[config.mk]
export PLATFORM = sky130hd
export DESIGN_NAME = io_entrada_teclado
export DESIGN_NICKNAME = d
export VERILOG_FILES = /design/src/rtl/io_entrada_teclado.sv
export SDC_FILE = /design/constraint.sdc
export NUM_CORES = 1
export LEC_CHECK = 0
export BUFFER_PORTS_ARGS = -buffer_cell sky130_fd_sc_hd__clkbuf_2
export CAP_MARGIN = 20
export CORE_MARGIN = 2
export CORE_UTILIZATION = 45
export DETAILED_ROUTE_END_ITERATION = 8
export PLACE_DENSITY = 0.71
export SETUP_SLACK_MARGIN = 0.2
export SLEW_MARGIN = 20
export SYNTH_ARGS = -nofsm -noshare
export SYNTH_HDL_FRONTEND = slang
export SYNTH_SLANG_ARGS = --single-unit
[constraint.sdc]
create_clock -name clk -period 7.41 [get_ports clk]
set_input_delay 1.482 -clock clk [delete_from_list [all_inputs] [get_ports clk]]
set_output_delay 1.482 -clock clk [all_outputs]
set_load 0.03 [all_outputs]
[src/rtl/io_entrada_teclado.sv]
// Keypad front end for the CPU IN path: synchronizes and debounces the button and switches,
// assembles decimal digits and hands the value over with valid/ack. Option: IO_AUTO_COMMIT_EN.
module io_entrada_teclado #(
    parameter int DEBOUNCE_CYCLES = 16,
    parameter int DATA_W          = 32,
    parameter int MAX_DIGITS      = 3
) (
    input  logic              clk,
    input  logic              reset,
    input  logic              btn_raw,
    input  logic [3:0]        sw_raw,
    input  logic              req,
    input  logic              ack,
    output logic [DATA_W-1:0] data_out,
    output logic              data_valid,
    output logic              busy,
    output logic              overflow,
    output logic              bad_key,
    output logic [3:0]        dig_uni,
    output logic [3:0]        dig_dez,
    output logic [3:0]        dig_cen,
    output logic              press_pulse,
    output logic [1:0]        dbg_state
);

    localparam int DEB_W = $clog2(DEBOUNCE_CYCLES + 1);
    localparam int CNT_W = $clog2(MAX_DIGITS + 1);

    // Handshake: data_valid rises when a value is committed and holds, with data_out
    // stable, until a single-cycle ack is seen; data_valid then falls the next cycle.
    typedef enum logic [1:0] {
        ST_IDLE    = 2'd0,
        ST_COLLECT = 2'd1,
        ST_DONE    = 2'd2
    } state_t;

    state_t              state_q;
    logic                btn_meta_q, btn_sync_q, btn_clean_q, btn_clean_dly_q;
    logic [3:0]          sw_meta_q, sw_sync_q;
    logic [DEB_W-1:0]    deb_cnt_q;
    logic                press_q, bad_q, valid_q, busy_q, over_q;
    logic [DATA_W-1:0]   acc_q, acc_d, data_q;
    logic [CNT_W-1:0]    count_q;
    logic [3:0]          dig_uni_q, dig_dez_q, dig_cen_q;
    logic                key_digit, key_enter, key_clear, key_bad;

    always_comb begin
        key_digit = (sw_sync_q <= 4'd9);
        key_enter = (sw_sync_q == 4'hF);
        key_clear = (sw_sync_q == 4'hE);
        key_bad   = (sw_sync_q >= 4'd10) && (sw_sync_q <= 4'd13);
        acc_d     = (acc_q << 3) + (acc_q << 1) + DATA_W'(sw_sync_q);
    end

    // Synchronizers, debounce and press edge detection.
    always_ff @(posedge clk or posedge reset) begin
        if (reset) begin
            btn_meta_q      <= 1'b0;
            btn_sync_q      <= 1'b0;
            sw_meta_q       <= 4'd0;
            sw_sync_q       <= 4'd0;
            deb_cnt_q       <= '0;
            btn_clean_q     <= 1'b0;
            btn_clean_dly_q <= 1'b0;
            press_q         <= 1'b0;
        end else begin
            btn_meta_q      <= btn_raw;
            btn_sync_q      <= btn_meta_q;
            sw_meta_q       <= sw_raw;
            sw_sync_q       <= sw_meta_q;
            btn_clean_dly_q <= btn_clean_q;
            press_q         <= btn_clean_q & ~btn_clean_dly_q;
            if (btn_sync_q == btn_clean_q) begin
                deb_cnt_q <= '0;
            end else if (deb_cnt_q == DEB_W'(DEBOUNCE_CYCLES - 1)) begin
                btn_clean_q <= btn_sync_q;
                deb_cnt_q   <= '0;
            end else begin
                deb_cnt_q <= deb_cnt_q + 1'b1;
            end
        end
    end

    always_ff @(posedge clk or posedge reset) begin
        if (reset) begin
            state_q   <= ST_IDLE;
            acc_q     <= '0;
            count_q   <= '0;
            data_q    <= '0;
            valid_q   <= 1'b0;
            busy_q    <= 1'b0;
            over_q    <= 1'b0;
            bad_q     <= 1'b0;
            dig_uni_q <= 4'd0;
            dig_dez_q <= 4'd0;
            dig_cen_q <= 4'd0;
        end else begin
            bad_q <= press_q & key_bad;
            case (state_q)
                ST_IDLE: begin
                    // A press arriving with req is ignored; collection starts clean.
                    if (req) begin
                        state_q   <= ST_COLLECT;
                        busy_q    <= 1'b1;
                        acc_q     <= '0;
                        count_q   <= '0;
                        over_q    <= 1'b0;
                        dig_uni_q <= 4'd0;
                        dig_dez_q <= 4'd0;
                        dig_cen_q <= 4'd0;
                    end
                end
                ST_COLLECT: begin
                    if (!req) begin
                        state_q <= ST_IDLE;
                        busy_q  <= 1'b0;
                        acc_q   <= '0;
                    end else if (press_q) begin
                        if (key_digit) begin
                            if (count_q < CNT_W'(MAX_DIGITS)) begin
                                acc_q     <= acc_d;
                                count_q   <= count_q + 1'b1;
                                dig_cen_q <= dig_dez_q;
                                dig_dez_q <= dig_uni_q;
                                dig_uni_q <= sw_sync_q;
`ifdef IO_AUTO_COMMIT_EN
                                if (count_q == CNT_W'(MAX_DIGITS - 1)) begin
                                    data_q  <= acc_d;
                                    valid_q <= 1'b1;
                                    busy_q  <= 1'b0;
                                    state_q <= ST_DONE;
                                end
`endif
                            end else begin
                                over_q <= 1'b1;
                            end
                        end else if (key_clear) begin
                            acc_q     <= '0;
                            count_q   <= '0;
                            over_q    <= 1'b0;
                            dig_uni_q <= 4'd0;
                            dig_dez_q <= 4'd0;
                            dig_cen_q <= 4'd0;
                        end else if (key_enter) begin
                            data_q  <= acc_q;
                            valid_q <= 1'b1;
                            busy_q  <= 1'b0;
                            state_q <= ST_DONE;
                        end
                    end
                end
                ST_DONE: begin
                    if (ack) begin
                        state_q <= ST_IDLE;
                        valid_q <= 1'b0;
                    end
                end
                default: begin
                    state_q <= ST_IDLE;
                    valid_q <= 1'b0;
                    busy_q  <= 1'b0;
                end
            endcase
        end
    end

    assign data_out    = data_q;
    assign data_valid  = valid_q;
    assign busy        = busy_q;
    assign overflow    = over_q;
    assign bad_key     = bad_q;
    assign dig_uni     = dig_uni_q;
    assign dig_dez     = dig_dez_q;
    assign dig_cen     = dig_cen_q;
    assign press_pulse = press_q;
    assign dbg_state   = state_q;

endmodule

# [After elaboration in Yosys (flattened, before gate mapping)]
# Cells that the tools add are included.
[totals] ff_bits=102 in_bits=9 out_inout_bits=51 elab_cells=130
[classes] n_reduce_logical=11 magnitude_cmp=4 eq_ne=22 n_bitwise=8 muxes=62 addsub=4
[op_table] cell="32-bit two-way mux" count=6
[op_table] cell="32-bit case mux with 2 select lines" count=1
[op_table] cell="4-bit two-way mux" count=14
[op_table] cell="32-bit adder" count=1
[op_table] cell="32-bit by 4-bit adder with 32-bit output" count=1
[op_table] cell="6-bit AND reduction" count=5
[op_table] cell="2-bit two-way mux" count=13
[op_table] cell="4-bit case mux with 2 select lines" count=3
[op_table] cell="3-bit != test (second input constant)" count=7
[op_table] cell="1-bit two-way mux" count=18
[op_table] cell="2-bit != test (second input constant)" count=7
[op_table] cell="5-bit two-way mux" count=2
[op_table] cell="4-bit equality test (second input constant)" count=2
[op_table] cell="4-bit <= comparator (second input constant)" count=2
[op_table] cell="4-bit != test (second input constant)" count=2
[op_table] cell="7-bit AND reduction" count=1
[op_table] cell="1-bit NOT" count=6
[op_table] cell="1-bit case mux with 3 select lines" count=2
[op_table] cell="2-bit case mux with 3 select lines" count=1
[op_table] cell="5-bit by 1-bit adder with 5-bit output (second input constant)" count=1
[op_table] cell="5-bit by 4-bit equality test with 1-bit output (second input constant)" count=1
[op_table] cell="5-bit AND reduction" count=1
[op_table] cell="4-bit greater-or-equal comparator (second input constant)" count=1
[op_table] cell="2-bit case mux with 2 select lines" count=1
[op_table] cell="11 further kinds" count=12

# [Depth between registers and ports, before layout]
[logic_depth] ltp_word=7 depth_mapped=11

# [Least setup slack after synthesis]
# No wires, ideal clock.
[synth_path] kind="flip-flop to flip-flop" from="register sw_sync_q[3]" to="register acc_q[26]" path_slack_ps=4492 arrival_ps=2797 setup_time_ps=121 path_stages_with_launch=12 path_cell_list="dfrtp_1 -> inv_1 -> fa_1 -> inv_1 -> fa_1 -> a211oi_1 -> o21ai_1 -> a21oi_1 -> a21oi_1 -> a221oi_2 -> xnor2_1 -> a22o_1"
[synth_between] elab_chain_cells=6
[synth_rtl] element="start: declaration" line_no="39" source="logic [3:0] sw_meta_q, sw_sync_q;"
[synth_rtl] element="start signal: assignment" line_no="70" source="sw_sync_q <= sw_meta_q;"
[synth_rtl] element="32-bit by 4-bit adder with 32-bit output" line_no="52" source="acc_d = (acc_q << 3) + (acc_q << 1) + DATA_W'(sw_sync_q);"
[synth_rtl] element="32-bit two-way mux" line_no="120" source="if (count_q < CNT_W'(MAX_DIGITS)) begin"
[synth_rtl] element="32-bit two-way mux" line_no="119" source="if (key_digit) begin"
[synth_rtl] element="32-bit two-way mux" line_no="118" source="end else if (press_q) begin"
[synth_rtl] element="32-bit two-way mux" line_no="114" source="if (!req) begin"
[synth_rtl] element="32-bit case mux with 2 select lines" line_no="99" source="case (state_q)"
[synth_rtl] element="end signal: assignment" line_no="105" source="acc_q <= '0;"
[synth_rtl] element="end signal: assignment" line_no="117" source="acc_q <= '0;"
[synth_rtl] element="end signal: assignment" line_no="121" source="acc_q <= acc_d;"
[synth_rtl] element="end: declaration" line_no="42" source="logic [DATA_W-1:0] acc_q, acc_d, data_q;"
# Parallel ways exist; a longest one is shown, timed or not. The select of a mux whose other input is x is not followed.
# A chain may end at the register's enable or synchronous reset.

# [Worst setup path in the final report]
[layout_path] from="register sw_sync_q[3]" to="register acc_q[20]"
# Same word-level chain as after synthesis.

==> impl_summary.log <==
INFO  metric timing_worst_setup_path_type = flip-flop to flip-flop
INFO  metric worstReg2RegStart = sw_sync_q[3]
INFO  metric num-nets-final = 642
INFO  metric routability_congestion_estimate_from_global_placement = 0.880
INFO  metric final.min_clock_period = 3.25 ns
INFO  metric synth_top_area_frac = 0.445
INFO  metric r2r_cells = 11
INFO  metric max_slew_margin = 0.494
INFO  metric cts_root_buffer = clkbuf_16
INFO  metric detailedRoute.firstPassIterationCount = 4
INFO  metric slowest_cp_cell = fa_1
INFO  metric grtUsageMet2 = 0.271
INFO  metric grt_antenna_before_repair = 0
INFO  metric cts_buffer_depth = 2
INFO  metric yosysTopAreaCell = dfrtp_1
INFO  metric synth.cell_area = 5740 um^2
INFO  metric post_cts_buffers = 0
INFO  metric die_x = 117 um
INFO  metric synth_sequential_area_ratio = 0.445
INFO  metric grt-busiest-layer = met2
INFO  metric power.ir.vdd_worst = 0.000165 V
INFO  metric synth_async_sr_flop_share = 1.00
INFO  metric clock_skew = 0.0108 ns
INFO  metric worst_setup_path_end_kind = flip-flop
INFO  metric rsz_0062_raised_after_global_routing = false
INFO  metric buffers_on_ports = 59
INFO  metric groute.usage.overall = 0.173
INFO  metric final_min_period_over_clock_period = 0.439
INFO  metric worst-path-buf-inv = 2
INFO  metric synth_area_per_cell = 11.0 um^2
INFO  metric critical_path.cell_chain = inv_1 > fa_1 > inv_1 > fa_1 > a211oi_1 > o21ai_1 > a31oi_1 > o21ai_0 > a21oi_1 > xnor2_1 > a22o_1
INFO  metric hold_viol = 0
INFO  metric power.leakage = 0.00341 uW
INFO  metric yosysMostFrequentCell = dfrtp_1
INFO  metric ctsHoldBuffers = 0
INFO  metric num_cts_buffers = 9
INFO  metric preCtsSetupSlack = 4.20 ns
INFO  metric detailroute.via_count = 4145
INFO  metric ioPinCount = 60
INFO  metric worst_hold_path_type = flip-flop to flip-flop
INFO  metric postSynth.topFlopCell = dfrtp_1
INFO  metric worstPathMaxFanout = 7
INFO  metric clock_sinks = 102
INFO  metric drt_iter0_markers = 225
INFO  metric synthesis.yosys.warnings = 0
INFO  metric antenna_cells_inserted = 0
INFO  metric worst_path_largest_cell_delay = 0.53 ns
INFO  metric critical_path.startpoint = sw_sync_q[3]
INFO  metric final_max_slew_viol_count = 0
INFO  metric setup-tns-final = 0 ns
INFO  metric htree_num_levels = 3
INFO  metric min_from = sw_meta_q[1]
INFO  metric r2r_setup_slack = 4.16 ns
INFO  metric grt.overflow.total = 0
INFO  metric fmax = 0.308 GHz
INFO  metric drv_cap = 0
INFO  metric synth-seq-cells = 102
INFO  metric number_of_nets_in_the_synthesized_netlist = 594
INFO  metric whs_path_depth = 0
INFO  metric later_pin_clock_latency_in_the_skew_report = 0.35 ns
INFO  metric hold-path-endpoint = sw_sync_q[1]
INFO  metric fp-row-count = 41
INFO  metric die_height = 117 um
INFO  metric cts.reportedPaths.clkPinSlew = 0.07 ns
INFO  metric detail_route.vias_per_cell = 5.54
INFO  metric final_antenna_violating_net_count = 0
INFO  metric netlist_instances = 523
INFO  metric clock_tree_from_tritoncts = done
INFO  metric detailed_place_hpwl = 7.97 mm
INFO  metric grt_start_max_net_pins = 64
INFO  metric post_cts_resized = 0
INFO  metric status = finished, final reports clean
INFO  metric global_route_wire_length_before_repair = 18.9 mm
INFO  metric worst_ep_arrival_time = 3.49 ns
INFO  metric yosys-top-cells-count = dfrtp_1 (102), ha_1 (60), a22o_1 (39), mux2_2 (34), nand2_1 (34)
INFO  metric layout-drive-gt1-share = 0.212
INFO  metric drt-wirelength-per-cell = 15.1 um
INFO  metric timing.critical_path.required = 7.65 ns
INFO  metric first_global_vias = 3975
INFO  metric synthDistinctLibCells = 49
INFO  metric floorplan_core_area = 12500 um^2
INFO  metric worstSetupStartpointType = flip-flop
INFO  metric power.total = 1080 uW
INFO  metric area_delta_synth_final = 12.6%
INFO  metric powerDensity = 167 nW/um^2
INFO  metric synth_edf_count = 0
INFO  metric grt_use_met1 = 0.235
INFO  metric drt-total-wl = 11.3 mm
INFO  metric transition_time_of_the_tightest_slew_check_pin = 0.760 ns
INFO  metric worst_setup_slack_after_layout = 4.16 ns
INFO  metric timing.rr.end = acc_q[20]
INFO  metric setup_viol = 0
INFO  metric die_area = 13700 um^2
INFO  metric critical-path-top-delay-family = compound AO/OA/AOI/OAI gates
INFO  metric drc_errors = 0
INFO  metric synth_top_cells_by_area = dfrtp_1 (44%), ha_1 (13%), mux2_2 (6.7%)
INFO  metric initial_utilization = 0.458
INFO  metric grt.met3_usage = 0.0417
flip-flops by register name (all words and copies together) (netlist names), 2 cells and up:
signal	flops
data_out	32
deb_cnt_q	5
sw_sync_q	4
dig_dez	4
dig_cen	4
dig_uni	4
count_q	2
sw_meta_q	4
dbg_state	2
acc_q	32
area by class of cell:
| class | instances | area [um^2] |
|---|---|---|
| Fill cell | 1151 | 6060 |
| Multi-Input combinational cell | 385 | 3040 |
| Sequential cell | 102 | 2550 |
| Timing Repair Buffer | 62 | 318 |
| Clock buffer | 11 | 253 |
| Tap cell | 172 | 215 |
| Inverter | 11 | 43.8 |
| Clock inverter | 5 | 38.8 |
metrics by stage:
step | std cells | cell area, um^2 | utilization | hold slack, ns
after detailed placement | 732 | 6170 | 0.493 | 0.335
after CTS | 748 | 6460 | 0.516 | 0.351
after global placement | 732 | 6170 | 0.493 | 0.333
after floorplan | 523 | 5740 | - | 0.331
final | 748 | 6460 | 0.516 | 0.350
after global routing | 748 | 6460 | 0.516 | 0.362
power breakdown:
group,internal [uW],switching (uW),total [uW]
Sequential,565,7.33,572
Combinational,11.4,35.3,46.7
Clock,249,211,460
layer usage:
metal / up-vias / part of all wire
li1: 2036 / -
met1: 2022 / 0.48
met2: 71 / 0.47
met3: 16 / 0.038
met4: 0 / 0.016
met5: - / 0
placed cells by master, fill, tap and decap left out, types with 3 or more instances in the layout:
cell	n
clkbuf_16	9
nor2b_1	4
o21ai_0	22
a22o_1	39
ha_1	60
a31oi_1	3
a21oi_1	30
o21bai_1	4
nand2b_1	4
and2_1	3
dfrtp_1	102
nand4_1	8
a211oi_1	9
o211ai_1	4
clkbuf_2	59
a21o_1	13
mux2_2	34
and3_1	6
buf_4	3
xor2_1	9
xnor2_1	21
nand2_1	34
o21a_1	4
inv_6	3
nand3_1	15
nor2_1	30
inv_1	10
kinds of logic after synthesis:
family / count (synthesis) / synth area share
buf+inv: 36 / 0.0266
simple gates: 110 / 0.0894
flops: 102 / 0.445
mux: 34 / 0.0667
xor+xnor: 30 / 0.0458
compound gates: 149 / 0.189
fa+ha+maj: 62 / 0.138
worst max-delay path by stage:
stage                     end  slack (ns)  depth (start not counted)
global placement    acc_q[20]        4.26                         11
floorplan            acc_q[0]        3.25                          1
CTS                 acc_q[20]        4.18                         11
finish              acc_q[20]        4.16                         11
detailed placement  acc_q[20]        4.20                         11
global route        acc_q[20]        3.89                         11
No activity file was read; power rests on OpenSTA's default activity.
